$ cat src/rtl/mem_stage_lsu.sv
// MEM pipeline stage: load/store unit driving a valid/ack data-memory port,
// load-data extension, pipe stall while an access is outstanding, and the
// MEM/WB pipeline register feeding write-back.
module mem_stage_lsu #(
  parameter int          INST_WIDTH          = 32,
  parameter int          DATA_WIDTH          = 32,
  parameter int          DATA_ADDR_WIDTH     = 32,
  parameter int          REGISTER_ADDR_WIDTH = 5,
  parameter logic [31:0] NOP_INST            = 32'h00000013
) (
  input  logic                           clk,
  input  logic                           rst,
  input  logic [INST_WIDTH-1:0]          INST_EX_MEM_o,
  input  logic                           reg_write_EX_MEM_o,
  input  logic [1:0]                     result_sel_EX_MEM_o,
  input  logic                           mem_read_EX_MEM_o,
  input  logic                           mem_write_EX_MEM_o,
  input  logic [DATA_WIDTH-1:0]          alu_res_EX_MEM_o,
  input  logic [DATA_WIDTH-1:0]          write_data_EX_MEM_o,
  input  logic [REGISTER_ADDR_WIDTH-1:0] rd_EX_MEM_o,
  input  logic [DATA_ADDR_WIDTH-1:0]     PC_plus_4_EX_MEM_o,
  output logic                           dmem_req,
  output logic                           dmem_we,
  output logic [DATA_ADDR_WIDTH-1:0]     dmem_addr,
  output logic [DATA_WIDTH-1:0]          dmem_wdata,
  output logic [3:0]                     dmem_wstrb,
  input  logic                           dmem_ack,
  input  logic [DATA_WIDTH-1:0]          dmem_rdata,
  output logic                           stall_MEM,
  output logic                           misalign_MEM,
  output logic [INST_WIDTH-1:0]          INST_MEM_WB_o,
  output logic                           reg_write_MEM_WB_o,
  output logic [1:0]                     result_sel_MEM_WB_o,
  output logic [DATA_WIDTH-1:0]          alu_res_MEM_WB_o,
  output logic [DATA_WIDTH-1:0]          data_mem_rdata_MEM_WB_o,
  output logic [REGISTER_ADDR_WIDTH-1:0] rd_MEM_WB_o,
  output logic [DATA_ADDR_WIDTH-1:0]     PC_plus_4_MEM_WB_o
);

  typedef enum logic [0:0] {
    IDLE = 1'b0,
    BUSY = 1'b1
  } state_e;

  state_e state_q, state_d;

  logic [2:0] funct3_s;
  logic [1:0] off_s;
  logic       mem_op_s;
  logic       misalign_raw_s;
  logic       misalign_s;
  logic       aligned_op_s;
  logic       req_s;
  logic       ack_s;

  logic [INST_WIDTH-1:0]          inst_d;
  logic                           reg_write_d;
  logic [1:0]                     result_sel_d;
  logic [DATA_WIDTH-1:0]          alu_res_d;
  logic [DATA_WIDTH-1:0]          rdata_d;
  logic [REGISTER_ADDR_WIDTH-1:0] rd_d;
  logic [DATA_ADDR_WIDTH-1:0]     pc4_d;

  logic [INST_WIDTH-1:0]          inst_q;
  logic                           reg_write_q;
  logic [1:0]                     result_sel_q;
  logic [DATA_WIDTH-1:0]          alu_res_q;
  logic [DATA_WIDTH-1:0]          rdata_q;
  logic [REGISTER_ADDR_WIDTH-1:0] rd_q;
  logic [DATA_ADDR_WIDTH-1:0]     pc4_q;

  // Pick the addressed lane out of the read word and sign/zero extend it.
  function automatic logic [DATA_WIDTH-1:0] load_extend(
    input logic [DATA_WIDTH-1:0] rdata,
    input logic [2:0]            f3,
    input logic [1:0]            off
  );
    logic [DATA_WIDTH-1:0] sh;
    sh = rdata >> {off, 3'b000};
    case (f3)
      3'b000:  load_extend = {{(DATA_WIDTH-8){sh[7]}}, sh[7:0]};
      3'b001:  load_extend = {{(DATA_WIDTH-16){sh[15]}}, sh[15:0]};
      3'b100:  load_extend = {{(DATA_WIDTH-8){1'b0}}, sh[7:0]};
      3'b101:  load_extend = {{(DATA_WIDTH-16){1'b0}}, sh[15:0]};
      default: load_extend = rdata;
    endcase
  endfunction

  assign funct3_s     = INST_EX_MEM_o[14:12];
  assign off_s        = alu_res_EX_MEM_o[1:0];
  assign mem_op_s     = mem_read_EX_MEM_o | mem_write_EX_MEM_o;
  assign misalign_s   = mem_op_s & misalign_raw_s;
  assign aligned_op_s = mem_op_s & ~misalign_raw_s;

  // Detect halfword/word accesses that do not sit on their natural boundary.
  always_comb begin
    misalign_raw_s = 1'b0;
    case (funct3_s[1:0])
      2'b01:   misalign_raw_s = off_s[0];
      2'b10:   misalign_raw_s = (off_s != 2'b00);
      default: misalign_raw_s = 1'b0;
    endcase
  end

  // Request FSM: issue combinationally from IDLE, hold the request in BUSY until ack.
  always_comb begin
    state_d = state_q;
    req_s   = 1'b0;
    case (state_q)
      IDLE: begin
        if (aligned_op_s) begin
          req_s = 1'b1;
          if (dmem_ack) begin
            state_d = IDLE;
          end else begin
            state_d = BUSY;
          end
        end else begin
          state_d = IDLE;
        end
      end
      BUSY: begin
        req_s = 1'b1;
        if (dmem_ack) begin
          state_d = IDLE;
        end else begin
          state_d = BUSY;
        end
      end
      default: begin
        state_d = IDLE;
        req_s   = 1'b0;
      end
    endcase
  end

  // FSM state register.
  always_ff @(posedge clk or posedge rst) begin
    if (rst) begin
      state_q <= IDLE;
    end else begin
      state_q <= state_d;
    end
  end

  // Reset drops the request at once, abandoning any access in flight.
  assign dmem_req     = req_s & ~rst;
  assign ack_s        = dmem_ack & dmem_req;
  assign stall_MEM    = dmem_req & ~dmem_ack;
  assign misalign_MEM = misalign_s & ~rst;
  assign dmem_we      = mem_write_EX_MEM_o;
  assign dmem_addr    = {alu_res_EX_MEM_o[DATA_ADDR_WIDTH-1:2], 2'b00};

  // Store lane strobes and replicated store data by access size.
  always_comb begin
    dmem_wstrb = 4'b0000;
    dmem_wdata = write_data_EX_MEM_o;
    case (funct3_s[1:0])
      2'b00: begin
        dmem_wdata = {4{write_data_EX_MEM_o[7:0]}};
        if (mem_write_EX_MEM_o) begin
          dmem_wstrb = 4'b0001 << off_s;
        end else begin
          dmem_wstrb = 4'b0000;
        end
      end
      2'b01: begin
        dmem_wdata = {2{write_data_EX_MEM_o[15:0]}};
        if (mem_write_EX_MEM_o) begin
          dmem_wstrb = 4'b0011 << off_s;
        end else begin
          dmem_wstrb = 4'b0000;
        end
      end
      default: begin
        dmem_wdata = write_data_EX_MEM_o;
        if (mem_write_EX_MEM_o) begin
          dmem_wstrb = 4'b1111;
        end else begin
          dmem_wstrb = 4'b0000;
        end
      end
    endcase
  end

  // MEM/WB next value: bubble while stalled, else pass the instruction through.
  always_comb begin
    inst_d       = NOP_INST[INST_WIDTH-1:0];
    reg_write_d  = 1'b0;
    result_sel_d = 2'b00;
    alu_res_d    = {DATA_WIDTH{1'b0}};
    rdata_d      = {DATA_WIDTH{1'b0}};
    rd_d         = {REGISTER_ADDR_WIDTH{1'b0}};
    pc4_d        = {DATA_ADDR_WIDTH{1'b0}};
    if (stall_MEM) begin
      inst_d = NOP_INST[INST_WIDTH-1:0];
    end else begin
      inst_d       = INST_EX_MEM_o;
      reg_write_d  = reg_write_EX_MEM_o & ~misalign_s;
      result_sel_d = result_sel_EX_MEM_o;
      alu_res_d    = alu_res_EX_MEM_o;
      rd_d         = rd_EX_MEM_o;
      pc4_d        = PC_plus_4_EX_MEM_o;
      if (mem_read_EX_MEM_o && ack_s) begin
        rdata_d = load_extend(dmem_rdata, funct3_s, off_s);
      end else begin
        rdata_d = {DATA_WIDTH{1'b0}};
      end
    end
  end

  // MEM/WB pipeline register.
  always_ff @(posedge clk or posedge rst) begin
    if (rst) begin
      inst_q       <= NOP_INST[INST_WIDTH-1:0];
      reg_write_q  <= 1'b0;
      result_sel_q <= 2'b00;
      alu_res_q    <= {DATA_WIDTH{1'b0}};
      rdata_q      <= {DATA_WIDTH{1'b0}};
      rd_q         <= {REGISTER_ADDR_WIDTH{1'b0}};
      pc4_q        <= {DATA_ADDR_WIDTH{1'b0}};
    end else begin
      inst_q       <= inst_d;
      reg_write_q  <= reg_write_d;
      result_sel_q <= result_sel_d;
      alu_res_q    <= alu_res_d;
      rdata_q      <= rdata_d;
      rd_q         <= rd_d;
      pc4_q        <= pc4_d;
    end
  end

  assign INST_MEM_WB_o           = inst_q;
  assign reg_write_MEM_WB_o      = reg_write_q;
  assign result_sel_MEM_WB_o     = result_sel_q;
  assign alu_res_MEM_WB_o        = alu_res_q;
  assign data_mem_rdata_MEM_WB_o = rdata_q;
  assign rd_MEM_WB_o             = rd_q;
  assign PC_plus_4_MEM_WB_o      = pc4_q;

endmodule

$ cat config.mk
export PLATFORM = sky130hd
export DESIGN_NAME = mem_stage_lsu
export DESIGN_NICKNAME = d
export VERILOG_FILES = /design/src/rtl/mem_stage_lsu.sv
export SDC_FILE = /design/constraint.sdc
export NUM_CORES = 1
export LEC_CHECK = 0
export CORE_AREA = 4 4 148 150
export DETAILED_ROUTE_END_ITERATION = 6
export DIE_AREA = 0 0 152 154
export PLACE_DENSITY_LB_ADDON = 0.15
export REMOVE_ABC_BUFFERS = 1
export SYNTH_ARGS = -nofsm -noshare
export SYNTH_HDL_FRONTEND = slang
export SYNTH_SLANG_ARGS = --single-unit
$ cat constraint.sdc
create_clock -name clk -period 5.05 [get_ports clk]
set_clock_uncertainty 0.2 [all_clocks]
set_input_delay 1.01 -clock clk [delete_from_list [all_inputs] [get_ports clk]]
set_output_delay 1.01 -clock clk [all_outputs]
set_load 0.01 [all_outputs]
; Word-level counts from Yosys, hierarchy flattened
; Index checks and enable logic that the tools add are counted.
[word_totals]
ff_bits = 137
in_bits = 173
output_inout_bits = 208
wordCells = 53
[classes]
eq_ne = 5
n_shift = 3
mux = 20
bitwise = 13
n_reduce_logical = 4
[op_table]
columns = cell, n
row1 = 32-bit 2-to-1 mux, 5
row2 = 32-bit case mux with 4 select lines, 1
row3 = 32-bit case mux with 2 select lines, 1
row4 = 32-bit by 5-bit >> shifter with 16-bit output, 1
row5 = 4-bit 2-to-1 mux, 3
row6 = 4-bit case mux with 2 select lines, 1
row7 = 1-bit AND, 7
row8 = "3-bit equality test, second input constant", 2
row9 = 1-bit case mux with 2 select lines, 3
row10 = 5-bit 2-to-1 mux, 1
row11 = 1-bit inverter, 5
row12 = 1-bit 2-to-1 mux, 4
row13 = "1-bit by 2-bit << shifter with 4-bit output, first input constant", 1
row14 = "2-bit by 2-bit << shifter with 4-bit output, first input constant", 1
row15 = "3-bit by 1-bit equality test with 1-bit output, second input constant", 1
row16 = 3-bit logical NOT, 1
row17 = "2-bit by 1-bit equality test with 1-bit output, second input constant", 1
row18 = "2-bit equality test, second input constant", 1
row19 = 2-bit logical NOT, 1
row20 = 2-bit 2-to-1 mux, 1
row21 = 2-bit nonzero test, 1
row22 = 1-bit logical AND, 1
row23 = 1-bit OR, 1

; Longest topological paths before layout
[logic_depth]
ltp_word = 11
mapped_depth = 10
ltp_nobuf = 6

; Worst setup path after synthesis
; OpenSTA, ideal clock, no wires.
[synth_path]
path_kind = input-to-reg
from = in rst
to = reg rdata_q[10] (netlist: data_mem_rdata_MEM_WB_o[10])
setup_ns = 0.082
arrival_ns = 5.370
required_ns = 4.768
path_slack_ns = -0.602
cell_stages = 6
path_buffers = 2
cell_sequence = inv_1 -> nand3_1 -> or2_2 -> buf_2 -> clkbuf_1 -> a31oi_1
[synth_via]
elab_chain_cells = 6
elab_cells_between_ends = 7
cone_classes = 2 x mux / 4 x bitwise / 1 x reduce/logical
[synth_rtl]
columns = item, line_no
row1 = "start, declared", 12  ; input logic rst,
row2 = 1-bit inverter *, 147  ; assign dmem_req = req_s & ~rst;
row3 = 1-bit AND *, 147
row4 = 1-bit AND, 148  ; assign ack_s = dmem_ack & dmem_req;
row5 = 1-bit logical AND, 204  ; if (mem_read_EX_MEM_o && ack_s) begin
row6 = 32-bit 2-to-1 mux, 204
row7 = 32-bit 2-to-1 mux *, 195  ; if (stall_MEM) begin
row8 = named net rdata_d[10], 60  ; logic [DATA_WIDTH-1:0] rdata_d;
row9 = "end signal, assigned", 219  ; rdata_q <= {DATA_WIDTH{1'b0}};
row10 = "end signal, assigned", 227  ; rdata_q <= rdata_d;
row11 = "end, declared", 68  ; logic [DATA_WIDTH-1:0] rdata_q;
; Mark *: on every way through the listed nets, which the timed path passes. The rest lies on a longest branch.

; Final worst setup path
[layout_path]
from = in INST_EX_MEM_o[12]
to = out dmem_wdata[16]
[layout_via]
elab_chain_cells = 2
elab_cells_between_ends = 3
cone_classes = 1 x eq/ne / 1 x mux / 1 x reduce/logical
[layout_rtl]
columns = item, line_no
row1 = "start, declared", 13  ; input logic [INST_WIDTH-1:0] INST_EX_MEM_o,
row2 = 2-bit by 1-bit equality test with 1-bit output or 2-bit logical NOT (tied branches), 158  ; case (funct3_s[1:0])
row3 = 32-bit case mux with 2 select lines *, 158
row4 = "end, declared", 25  ; output logic [DATA_WIDTH-1:0] dmem_wdata,
; Mark *: on every way between the ends. The rest lies on a longest branch, timed or not.

==> impl_metrics.ini <==
[drt]
drt_first_pass_iters = 4
antenna_left = 0
drc = 0
vias_per_cell = 4.51
routed_wl_microns = 21200
vias = 5170
drt_iter0_markers = 197
wl_per_cell_microns = 18.5

[sta]
slew_viol_final = 0
hold_viol_final = 0
setup_viol = 0
min_period_ns = 4.55
post-route-period-util_pct = 90.2
worstMarginPinSlew_ns = 1.04
max_freq_ghz = 0.220
slew_headroom_pct = 30.4
grt_setup_unrepaired = false

[final_layout]
drive_above_1_share_pct = 6.31
diodes = 0
post-route-util_pct = 49.6
post-route-cell-area_sq_um = 10300
n_fill_cell = 1953
layout_commonest_cell = clkdlybuf4s50_1
layout_common_cells = clkdlybuf4s50_1, dfrtp_1, a21boi_0
fin_nets = 1039
syn_to_final_growth_pct = 73.3

[power_and_ir_drop]
power-per-cell-area_nw_per_um2 = 295
power.leakage_nw = 4.49
vdd_drop_max_mv = 0.203
total_power_mw = 3.03

[synth]
synth_xor_area_share_pct = 0
synth.area.mux_share_pct = 1.86
synth-edff-count = 0
seq_area_frac_synth_pct = 58.0
synth_adder_area_share_pct = 1.48
syn_area_per_cell_sq_um = 11.2
synth-main-ff-cell = dfrtp_1
yosys.area_share.simple_pct = 8.45
async_reset_ff_share_pct = 100
synth_compound_area_share_pct = 21.6
synthCells = 530
yosysWarnings = 0
syn_area_sq_um = 5920
ys_seq_elements = 137
ys_types = 34
synth_top_family_by_area = compound AO/OA/AOI/OAI gates

[grt]
grt_pass1_vias = 5575
antenna_found_initial = 0
grt_usage_pct = 17.6
grt_max_degree = 105
grt.overflow.total = 0
grt_pass1_wl_microns = 32700

[clock_network]
clk_pin_slew_worst_paths_ns = 0.06
cts_made_buffers = 17
cts_max_path_buffers = 2
postCtsSetupBuffers = 0
clock_latency_ns = 0.40
cts_root_buffer = clkbuf_16
clock-sinks = 137
cts-resized-gates = 0
cts_tree = yes
htreeDepth = 4
cts.hold.buffers_added = 0

[placed_design]
numPortBuffers = 378
place_congestion = 0.792
placed_cell_area_sq_um = 9680
place.detailed.hpwl_microns = 16000

[die]
core-area_sq_um = 20700
io_pins = 381
rows = 53
fp.dieW_microns = 152
chipHeight_microns = 154
die-area_sq_um = 23400
initial_core_util_pct = 28.6

[run_status]
status = completed

[worst_setup_path]
path_cells = clkdlybuf4s50_1, inv_1, ha_1, or2_1, nand2_1, nand2_1, clkdlybuf4s50_1
required_ns = 3.84
critPathMaxFanout = 15
cp_top_family = buffers and inverters
crit_path_end_kind = primary output
max_stage_delay_ns = 0.55
cp-start-kind = input port
cp.arrival_ns = 3.34
criticalPathCategory = in2out
crit_slowest_cell = or2_1
cp_num_buf_inv = 3

[min_path]
hold_path_class = reg2reg

[job]
cap_violations = 0
==> final timing paths <==
kind | slack (ns) | end | depth (start not counted) | start
setup reg to reg | 3.13 | data_mem_rdata_MEM_WB_o[20] | 4 | state_q
hold / removal | 0.71 | INST_MEM_WB_o[12] | 3 | state_q
hold reg to reg | 0.71 | INST_MEM_WB_o[12] | 3 | state_q
setup / recovery | 0.50 | dmem_wdata[16] | 7 | INST_EX_MEM_o[12]
min in group asynchronous | 1.13 | INST_MEM_WB_o[14] | 3 | rst
max in group asynchronous | 1.99 | alu_res_MEM_WB_o[29] | 4 | rst
==> routing by layer <==
metal  GRT usage [%]  up-vias  share of wire [%]
met5               0        -                  0
met4            4.37        0                1.1
met3            6.64       15                8.7
met2            30.3      245                 50
met1            21.0     2494                 40
li1                -     2416                  -
==> worst reg2reg max path: stages, from the launching register on <==
cell and delay, ns:
dfrtp_1 0.36, inv_1 0.05, o211a_1 0.18, a2111oi_4 0.93, a21o_1 0.16
==> report_power, final <==
| group | leakage [nW] | internal (mW) | switching [mW] |
|---|---|---|---|
| Clock | 0.283 | 0.698 | 0.523 |
| Sequential | 1.71 | 1.17 | 0.0192 |
| Combinational | 2.49 | 0.356 | 0.269 |
==> through the flow <==
stage	instances	setup WS, ns	hold slack (ns)	TNS (ns)
after floorplan	450	-0.567	0.713	-16.13
after global placement	1115	0.569	0.696	0
after detailed placement	1115	0.495	0.714	0
after CTS	1147	0.482	0.726	0
after global routing	1147	0.345	0.784	0
final	1147	0.496	0.705	0
==> flip-flops by register name, summed over array words and instances (netlist names) <==
register,flops
INST_MEM_WB_o,32
PC_plus_4_MEM_WB_o,32
alu_res_MEM_WB_o,32
data_mem_rdata_MEM_WB_o,32
rd_MEM_WB_o,5
reg_write_MEM_WB_o,1
result_sel_MEM_WB_o,2
state_q,1
==> Yosys cell counts, drive strengths merged, types with 8 or more instances <==
library cell / instances / area share (%)
a22o: 8 / 1.2
nor2: 19 / 1.2
a21oi: 12 / 1.0
a21o: 20 / 2.5
a22oi: 11 / 1.4
mux2i: 11 / 1.9
clkbuf: 31 / 2.0
nor3: 8 / 0.76
o21ai: 10 / 0.85
and2: 10 / 1.1
buf: 50 / 6.1
a21boi: 99 / 13
a31oi: 8 / 0.85
nand2: 57 / 3.6
nand2b: 8 / 0.85
inv: 8 / 0.51
dfrtp: 134 / 57
==> area by class of cell <==
class | instances | area (sq um) | share of cell area (%)
Timing Repair Buffer | 390 | 3870 | 37.8
Clock buffer | 17 | 425 | 4.15
Multi-Input combinational cell | 305 | 1990 | 19.4
Inverter | 8 | 35.0 | 0.341
Sequential cell | 137 | 3430 | 33.4
Clock inverter | 15 | 156 | 1.52
Tap cell | 275 | 344 | 3.35
==> logic make-up after synthesis <==
family,Yosys count
compound gates,174
fa+ha+maj,7
buf+inv,89
flops,137
mux,11
other cells,1
simple gates,111
No activity file was read; power rests on OpenSTA's default activity.
